[config.mk]
export PLATFORM = sky130hd
export DESIGN_NAME = misr_step
export DESIGN_NICKNAME = d
export VERILOG_FILES = /design/src/rtl/misr_step.sv
export SDC_FILE = /design/constraint.sdc
export NUM_CORES = 1
export LEC_CHECK = 0
export CELL_PAD_IN_SITES_DETAIL_PLACEMENT = 0
export CELL_PAD_IN_SITES_GLOBAL_PLACEMENT = 1
export CORE_MARGIN = 2
export CORE_UTILIZATION = 13
export DETAILED_ROUTE_END_ITERATION = 10
export PLACE_DENSITY = 0.95
export SYNTH_ARGS = -nofsm -noshare
export SYNTH_HDL_FRONTEND = slang
export SYNTH_SLANG_ARGS = --single-unit
[constraint.sdc]
create_clock -name vclk -period 1.1
set_input_delay 0.11 -clock vclk [all_inputs]
set_output_delay 0.11 -clock vclk [all_outputs]
set_load 0.01 [all_outputs]
[src/rtl/misr_step.sv]
// ============================================================================
//  Module      : misr_step
//  Description : Combinational MISR update: shift left, conditional feedback
//                with POLY on the outgoing MSB, XOR in zero-extended data.
//  Revision    : 1.0 - initial release
// ============================================================================
`default_nettype none

module misr_step #(
  parameter int SIG_W = 64,
  parameter int DW    = 64
) (
  input  logic [SIG_W-1:0] acc,
  input  logic [DW-1:0]    tdata,
  input  logic [SIG_W-1:0] poly,
  output logic [SIG_W-1:0] acc_next
);

  // One signature step for a single input word
  always_comb begin
    acc_next = {acc[SIG_W-2:0], 1'b0} ^ (acc[SIG_W-1] ? poly : '0) ^ SIG_W'(tdata);
  end

endmodule

`default_nettype wire

==> results of run 1 <==
## layer usage
| metal | vias up | track usage [%] | wire (um) |
|---|---|---|---|
| met2 | 131 | 21.43 | 3857 |
| li1 | 1096 | - | - |
| met1 | 955 | 9.753 | 2283 |
| met5 | - | 0 | 0 |
| met4 | 0 | 0 | 0 |
| met3 | 0 | 1.973 | 758 |
## repair_timing
action,in CTS,in global routing
resized for setup,399,13
pin swaps,124,20
endpoints found under the setup margin,64,21
## cell families (layout without fill, tap and decap cells)
| group | after synthesis | after routing | share of synthesized area [%] |
|---|---|---|---|
| XOR/XNOR | 127 | 127 | 77.91 |
| AND/OR/NAND/NOR | 64 | 64 | 16.83 |
| buffers and inverters | 7 | 263 | 5.258 |
## cell type report
type                            count  area share (%)
Multi-Input combinational cell    191           37.83
Tap cell                          140           4.610
Timing Repair Buffer              263           57.56
## how the worst min path moves through the flow
stage / endpoint / slack, ps / cells after the start
global route: acc_next[58] / 650 / 4
floorplan: acc_next[0] / 310 / 1
detailed placement: acc_next[27] / 1130 / 5
finish: acc_next[5] / 600 / 4
global placement: acc_next[32] / 1120 / 5
CTS: acc_next[9] / 730 / 4
## metrics by stage
stage / TNS [ps] / hold slack (ps) / cells / worst slack (ps)
2_1_floorplan: 0 / 307.7 / 198 / 304.3
3_3_place_gp: -30070 / 1120 / 594 / -571.2
3_5_place_dp: -30940 / 1130 / 594 / -583.6
4_1_cts: 0 / 729.1 / 594 / 1.116
5_1_grt: -6.303 / 647.2 / 594 / -6.303
6_report: 0 / 601.1 / 594 / 26.80
## cells in the final DEF, fill, tap and decap left out
cell type / instances
buf_2: 64
xor2_2: 3
buf_4: 5
dlymetal6s2s_1: 7
dlygate4sd2_1: 128
xor2_1: 60
buf_12: 3
clkdlybuf4s50_1: 56
xnor2_2: 7
xnor2_1: 57
nand2_1: 60
nand2_2: 4
## power by group through the flow
stage / clock network (mW) / logic, mW / registers (mW)
floorplan: 0 / 0.808 / 0
global placement: 0 / 2.32 / 0
detailed placement: 0 / 2.34 / 0
CTS: 0 / 1.85 / 0
global route: 0 / 1.99 / 0
finish: 0 / 1.84 / 0
## worst max-delay path, delay by kind of cell
| family | cells | cell delay [ps] |
|---|---|---|
| buf+inv | 2 | 610 |
| simple gates | 1 | 70 |
| xor+xnor | 1 | 170 |
==> flow_summary.html, run 1 <==
<table>
<tr><th>Metric</th><th>Value</th></tr>
<tr><th colspan="2">STA</th></tr>
<tr><td>Period utilization</td><td>97.56%</td></tr>
<tr><td>Transition at the pin with the smallest max-transition slack</td><td>250.7 ps</td></tr>
<tr><td>Fmax achieved</td><td>931.8 MHz</td></tr>
<tr><td>Max-slew violations</td><td>0</td></tr>
<tr><td>Slew Limit Headroom</td><td>83.23%</td></tr>
<tr><td>Hold Fails Final Rpt</td><td>0</td></tr>
<tr><td>Final setup vio count</td><td>0</td></tr>
<tr><td>Time the worst path needs with I/O delays and setup</td><td>1073 ps</td></tr>
<tr><th colspan="2">Cells and area</th></tr>
<tr><td>Multi-input combinational cell area</td><td>1438 um^2</td></tr>
<tr><td>Final cell area excluding filler cells</td><td>3800 um^2</td></tr>
<tr><td>Number of fill cells</td><td>1180</td></tr>
<tr><td>Sequential cell count of the final layout</td><td>0</td></tr>
<tr><td>Layout clock buffer count</td><td>0</td></tr>
<tr><td>Diode insertion count for antenna repair</td><td>0</td></tr>
<tr><td>Ratio of cells with drive above 1 in the final layout</td><td>18.94%</td></tr>
<tr><td>Synthesis-to-finish area growth</td><td>166.2%</td></tr>
<tr><td>Final core utilization</td><td>35.21%</td></tr>
<tr><td>Final Net Count</td><td>648</td></tr>
<tr><td>Sequential standard cell area</td><td>0 um^2</td></tr>
<tr><th colspan="2">Synthesis</th></tr>
<tr><td>Biggest area contributors in the synthesized netlist</td><td>xnor2_1 (39%), xor2_1 (39%), nand2_1 (17%), buf_6 (4.7%), buf_4 (0.53%)</td></tr>
<tr><td>Cell area after synthesis</td><td>1428 um^2</td></tr>
<tr><td>Sequential cell area fraction in the yosys report</td><td>0%</td></tr>
<tr><td>Cell type with the highest aggregate area in the netlist</td><td>xnor2_1</td></tr>
<tr><td>Number of distinct library cells after synthesis</td><td>5</td></tr>
<tr><td>Synthesized area per cell</td><td>7.210 um^2</td></tr>
<tr><td>Number of warnings issued by yosys</td><td>0</td></tr>
<tr><td>Top-area cell type share of the netlist area</td><td>39.26%</td></tr>
<tr><td>Synthesized Nets</td><td>390</td></tr>
<tr><td>Most frequent cells after synthesis</td><td>nand2_1 (64), xnor2_1 (64), xor2_1 (63)</td></tr>
<tr><td>Number of instances in the synthesized netlist</td><td>198</td></tr>
<tr><th colspan="2">Pwr</th></tr>
<tr><td>Power density relative to cell area</td><td>484.5 nW/um^2</td></tr>
<tr><td>Share of power burned in combinational logic</td><td>100.0%</td></tr>
<tr><td>Cell leakage power</td><td>1.893 nW</td></tr>
<tr><td>Total Power</td><td>1.841 mW</td></tr>
<tr><td>Switch Pwr</td><td>0.7901 mW</td></tr>
<tr><td>Worst ir drop on vdd</td><td>0.2094 mV</td></tr>
<tr><td>Clock group share of total power</td><td>0%</td></tr>
<tr><td>Internal power consumption</td><td>1.051 mW</td></tr>
<tr><td>Switching power as a share of total power</td><td>42.91%</td></tr>
<tr><td>Reg power frac</td><td>0%</td></tr>
<tr><th colspan="2">Clocking</th></tr>
<tr><td>Post-cts hold buffer count</td><td>0</td></tr>
<tr><td>Total setup buffers inserted after CTS</td><td>0</td></tr>
<tr><th colspan="2">Detailed routing</th></tr>
<tr><td>Routed length per placed instance</td><td>11.61 um</td></tr>
<tr><td>Via count</td><td>2182</td></tr>
<tr><td>Final routed DRC violation total</td><td>0</td></tr>
<tr><td>Drt first pass iters</td><td>3</td></tr>
<tr><td>Detail-routed via count per cell</td><td>3.673</td></tr>
<tr><td>Count of nets left with antenna violations after detail routing</td><td>0</td></tr>
<tr><td>Total routed wirelength</td><td>6898 um</td></tr>
<tr><td>Number of DRC markers after the initial detailed-route iteration</td><td>24</td></tr>
<tr><th colspan="2">Worst setup path</th></tr>
<tr><td>Max stage delay cell, worst path</td><td>clkdlybuf4s50_1</td></tr>
<tr><td>Biggest fanout along the worst timing path</td><td>1</td></tr>
<tr><td>Kind of critical path</td><td>primary input to output port</td></tr>
<tr><td>CP Capture Type</td><td>output port</td></tr>
<tr><td>Worst setup path endpoint</td><td>acc_next[14]</td></tr>
<tr><td>Critical Path Max Stage Delay</td><td>460 ps</td></tr>
<tr><td>Worst-path cell chain</td><td>clkdlybuf4s50_1, nand2_1, xnor2_1, buf_2</td></tr>
<tr><td>Startpoint of the most critical setup path</td><td>poly[14]</td></tr>
<tr><td>Critical path startpoint category</td><td>primary input</td></tr>
<tr><td>CP required</td><td>990 ps</td></tr>
<tr><td>CP Data Arrival Time</td><td>960 ps</td></tr>
<tr><th colspan="2">GRT</th></tr>
<tr><td>Total overflow reported by the global router</td><td>0</td></tr>
<tr><td>Maximum number of pins on one net before global-route repair</td><td>32</td></tr>
<tr><td>Number of antenna violations at the first check in global routing</td><td>0</td></tr>
<tr><td>Global-route wire length before repair</td><td>9494 um</td></tr>
<tr><td>Vias in the first global route</td><td>2091</td></tr>
<tr><td>Overall routing resource usage</td><td>9.791%</td></tr>
<tr><th colspan="2">Floorplanning</th></tr>
<tr><td>Initial Utilization</td><td>13.23%</td></tr>
<tr><td>Overall die height</td><td>108.8 um</td></tr>
<tr><td>Core footprint</td><td>10790 um^2</td></tr>
<tr><td>Number of top-level pins</td><td>256</td></tr>
<tr><td>Floorplan die area</td><td>11840 um^2</td></tr>
<tr><td>Std cell rows</td><td>38</td></tr>
<tr><td>Die width</td><td>108.8 um</td></tr>
<tr><th colspan="2">Min path</th></tr>
<tr><td>Class of the tightest hold or removal check</td><td>primary input to output port</td></tr>
<tr><td>Min-Delay Startpoint</td><td>poly[5]</td></tr>
<tr><th colspan="2">Place</th></tr>
<tr><td>Gpl congestion</td><td>0.7269</td></tr>
<tr><td>Area after detailed placement</td><td>4175 um^2</td></tr>
<tr><td>Detail Placement HPWL</td><td>6230 um</td></tr>
<tr><td>Port-buffer cells</td><td>256</td></tr>
<tr><th colspan="2">Job</th></tr>
<tr><td>Number of max-cap violations</td><td>0</td></tr>
<tr><th colspan="2">Run status</th></tr>
<tr><td>Result of the run</td><td>finished, final reports clean</td></tr>
</table>
Note: power is estimated with default switching activity, not from simulation.
==> inputs of run 2 (changes only) <==
Settings changed: GPL_ROUTABILITY_DRIVEN from default to 0, PLACE_DENSITY 0.95 to 0.86.
==> flow_summary.html, run 2 (synthesis results as in run 1) <==
<table>
<tr><th>Metric</th><th>Value</th></tr>
<tr><th colspan="2">Worst setup path</th></tr>
<tr><td>Biggest fanout along the worst timing path</td><td>1</td></tr>
<tr><td>Max stage delay cell, worst path</td><td>clkdlybuf4s50_1</td></tr>
<tr><td>Family of cells with the greatest summed delay on the critical path</td><td>buffers and inverters</td></tr>
<tr><td>Worst-path cell chain</td><td>clkdlybuf4s50_1, nand2_1, xnor2_1, buf_2</td></tr>
<tr><td>CP Capture Type</td><td>output port</td></tr>
<tr><td>Critical Path Max Stage Delay</td><td>480 ps</td></tr>
<tr><td>Critical path buffer and inverter count</td><td>2</td></tr>
<tr><td>CP required</td><td>990 ps</td></tr>
<tr><td>Number of cells on the critical path</td><td>4</td></tr>
<tr><td>CP Data Arrival Time</td><td>960 ps</td></tr>
<tr><td>Critical path startpoint category</td><td>primary input</td></tr>
<tr><td>Kind of critical path</td><td>primary input to output port</td></tr>
<tr><th colspan="2">Detailed routing</th></tr>
<tr><td>Routed length per placed instance</td><td>11.57 um</td></tr>
<tr><td>Number of DRC markers after the initial detailed-route iteration</td><td>34</td></tr>
<tr><td>Via count</td><td>2178</td></tr>
<tr><td>Detail-routed via count per cell</td><td>3.661</td></tr>
<tr><td>Drt first pass iters</td><td>3</td></tr>
<tr><td>Final routed DRC violation total</td><td>0</td></tr>
<tr><td>Count of nets left with antenna violations after detail routing</td><td>0</td></tr>
<tr><td>Total routed wirelength</td><td>6885 um</td></tr>
<tr><th colspan="2">Cells and area</th></tr>
<tr><td>Final Net Count</td><td>649</td></tr>
<tr><td>Layout clock buffer count</td><td>0</td></tr>
<tr><td>Ratio of cells with drive above 1 in the final layout</td><td>18.90%</td></tr>
<tr><td>Final cell area excluding filler cells</td><td>3796 um^2</td></tr>
<tr><td>Synthesis-to-finish area growth</td><td>165.9%</td></tr>
<tr><td>Number of fill cells</td><td>1249</td></tr>
<tr><td>Sequential cell count of the final layout</td><td>0</td></tr>
<tr><td>Final core utilization</td><td>35.17%</td></tr>
<tr><td>Sequential standard cell area</td><td>0 um^2</td></tr>
<tr><td>Most used cells in the layout excluding fill and tap cells</td><td>dlygate4sd2_1 (129), buf_2 (65), xor2_1 (60), nand2_1 (60), clkdlybuf4s50_1 (60)</td></tr>
<tr><td>Most frequent standard cell in the layout excluding fill and tap cells</td><td>dlygate4sd2_1</td></tr>
<tr><td>Diode insertion count for antenna repair</td><td>0</td></tr>
<tr><th colspan="2">Pwr</th></tr>
<tr><td>Power density relative to cell area</td><td>484.9 nW/um^2</td></tr>
<tr><td>Worst ir drop on vdd</td><td>0.1730 mV</td></tr>
<tr><td>Cell leakage power</td><td>1.850 nW</td></tr>
<tr><th colspan="2">GRT</th></tr>
<tr><td>Met3 Resource Use GR</td><td>1.913%</td></tr>
<tr><td>Global-route wire length before repair</td><td>10050 um</td></tr>
<tr><td>Maximum number of pins on one net before global-route repair</td><td>30</td></tr>
<tr><td>GR Util met1</td><td>11.30%</td></tr>
<tr><td>Vias in the first global route</td><td>2251</td></tr>
<tr><td>Total overflow reported by the global router</td><td>0</td></tr>
<tr><td>Busiest layer in global routing</td><td>met2</td></tr>
<tr><td>Overall routing resource usage</td><td>10.34%</td></tr>
<tr><td>Met2 routing resource usage after global routing</td><td>20.49%</td></tr>
<tr><td>Number of antenna violations at the first check in global routing</td><td>0</td></tr>
<tr><th colspan="2">Floorplanning</th></tr>
<tr><td>Number of top-level pins</td><td>256</td></tr>
<tr><td>Core footprint</td><td>10790 um^2</td></tr>
<tr><td>Overall die height</td><td>108.8 um</td></tr>
<tr><td>Floorplan die area</td><td>11840 um^2</td></tr>
<tr><td>Die width</td><td>108.8 um</td></tr>
<tr><td>Std cell rows</td><td>38</td></tr>
<tr><td>Initial Utilization</td><td>13.23%</td></tr>
<tr><th colspan="2">Clocking</th></tr>
<tr><td>Total setup buffers inserted after CTS</td><td>0</td></tr>
<tr><td>Post-cts hold buffer count</td><td>0</td></tr>
<tr><th colspan="2">STA</th></tr>
<tr><td>Period utilization</td><td>97.15%</td></tr>
<tr><td>Max-slew violations</td><td>0</td></tr>
<tr><td>Setup tns final</td><td>0 ps</td></tr>
<tr><td>Transition at the pin with the smallest max-transition slack</td><td>263.4 ps</td></tr>
<tr><td>Hold Fails Final Rpt</td><td>0</td></tr>
<tr><td>Final setup vio count</td><td>0</td></tr>
<tr><td>Slew Limit Headroom</td><td>82.38%</td></tr>
<tr><td>Fmax achieved</td><td>935.8 MHz</td></tr>
<tr><td>Time the worst path needs with I/O delays and setup</td><td>1069 ps</td></tr>
<tr><th colspan="2">Place</th></tr>
<tr><td>Detail Placement HPWL</td><td>6351 um</td></tr>
<tr><td>Port-buffer cells</td><td>256</td></tr>
<tr><td>Area after detailed placement</td><td>4195 um^2</td></tr>
<tr><th colspan="2">Min path</th></tr>
<tr><td>Class of the tightest hold or removal check</td><td>primary input to output port</td></tr>
<tr><td>Worst Hold Path Cells</td><td>4</td></tr>
<tr><th colspan="2">Run status</th></tr>
<tr><td>Result of the run</td><td>finished, final reports clean</td></tr>
<tr><th colspan="2">Job</th></tr>
<tr><td>Number of max-cap violations</td><td>0</td></tr>
</table>
[run 2: cell count changes in the layout (fill, tap and decap cells not counted), sizes merged]
cell	delta
dlymetal6s2s	-5
clkdlybuf4s50	+4
buf	+1
dlygate4sd2	+1
[run 2: what timing repair did]
item                       in CTS  in global routing
gates resized for setup       400                  8
setup endpoints to repair      64                 14
pin swaps                     125                 17
[run 2: area by class of cell]
| cell class | instances | area [um^2] | share of cell area [%] |
|---|---|---|---|
| well taps | 140 | 175.2 | 4.614 |
| multi-input cells | 191 | 1430 | 37.67 |
| repair buffers | 264 | 2191 | 57.71 |
[run 2: where the power goes]
| group | switching, mW | internal, mW | total (mW) |
|---|---|---|---|
| registers | 0 | 0 | 0 |
| clock network | 0 | 0 | 0 |
| logic | 0.785 | 1.06 | 1.84 |
| total | 0.785 | 1.06 | 1.84 |
[run 2: through the flow]
stage | hold WS [ps] | std cells | setup WS [ps] | power [mW]
floorplan | 307.7 | 198 | 304.3 | 0.8080
global placement | 1121 | 595 | -644.1 | 2.332
detailed placement | 1124 | 595 | -633.1 | 2.353
CTS | 736.6 | 595 | 12.99 | 1.852
global route | 648.8 | 595 | -3.184 | 2.010
finish | 614.9 | 595 | 31.36 | 1.841
[run 2: tightest hold or removal path, stage by stage]
cell and delay, ps:
dlymetal6s2s_1 120, nand2_1 70, xnor2_1 70, buf_2 140
[run 2: per-layer routing]
metal  vias to the layer above  wire length, um
li1                       1098                -
met3                        14              661
met1                       942             2429
met2                       124             3641
met4                         0              152
met5                         -                0
[run 2: worst paths after layout]
kind,from,endpoint,slack [ps]
worst max-delay path,poly[10],acc_next[10],30
worst min-delay path,poly[2],acc_next[2],610
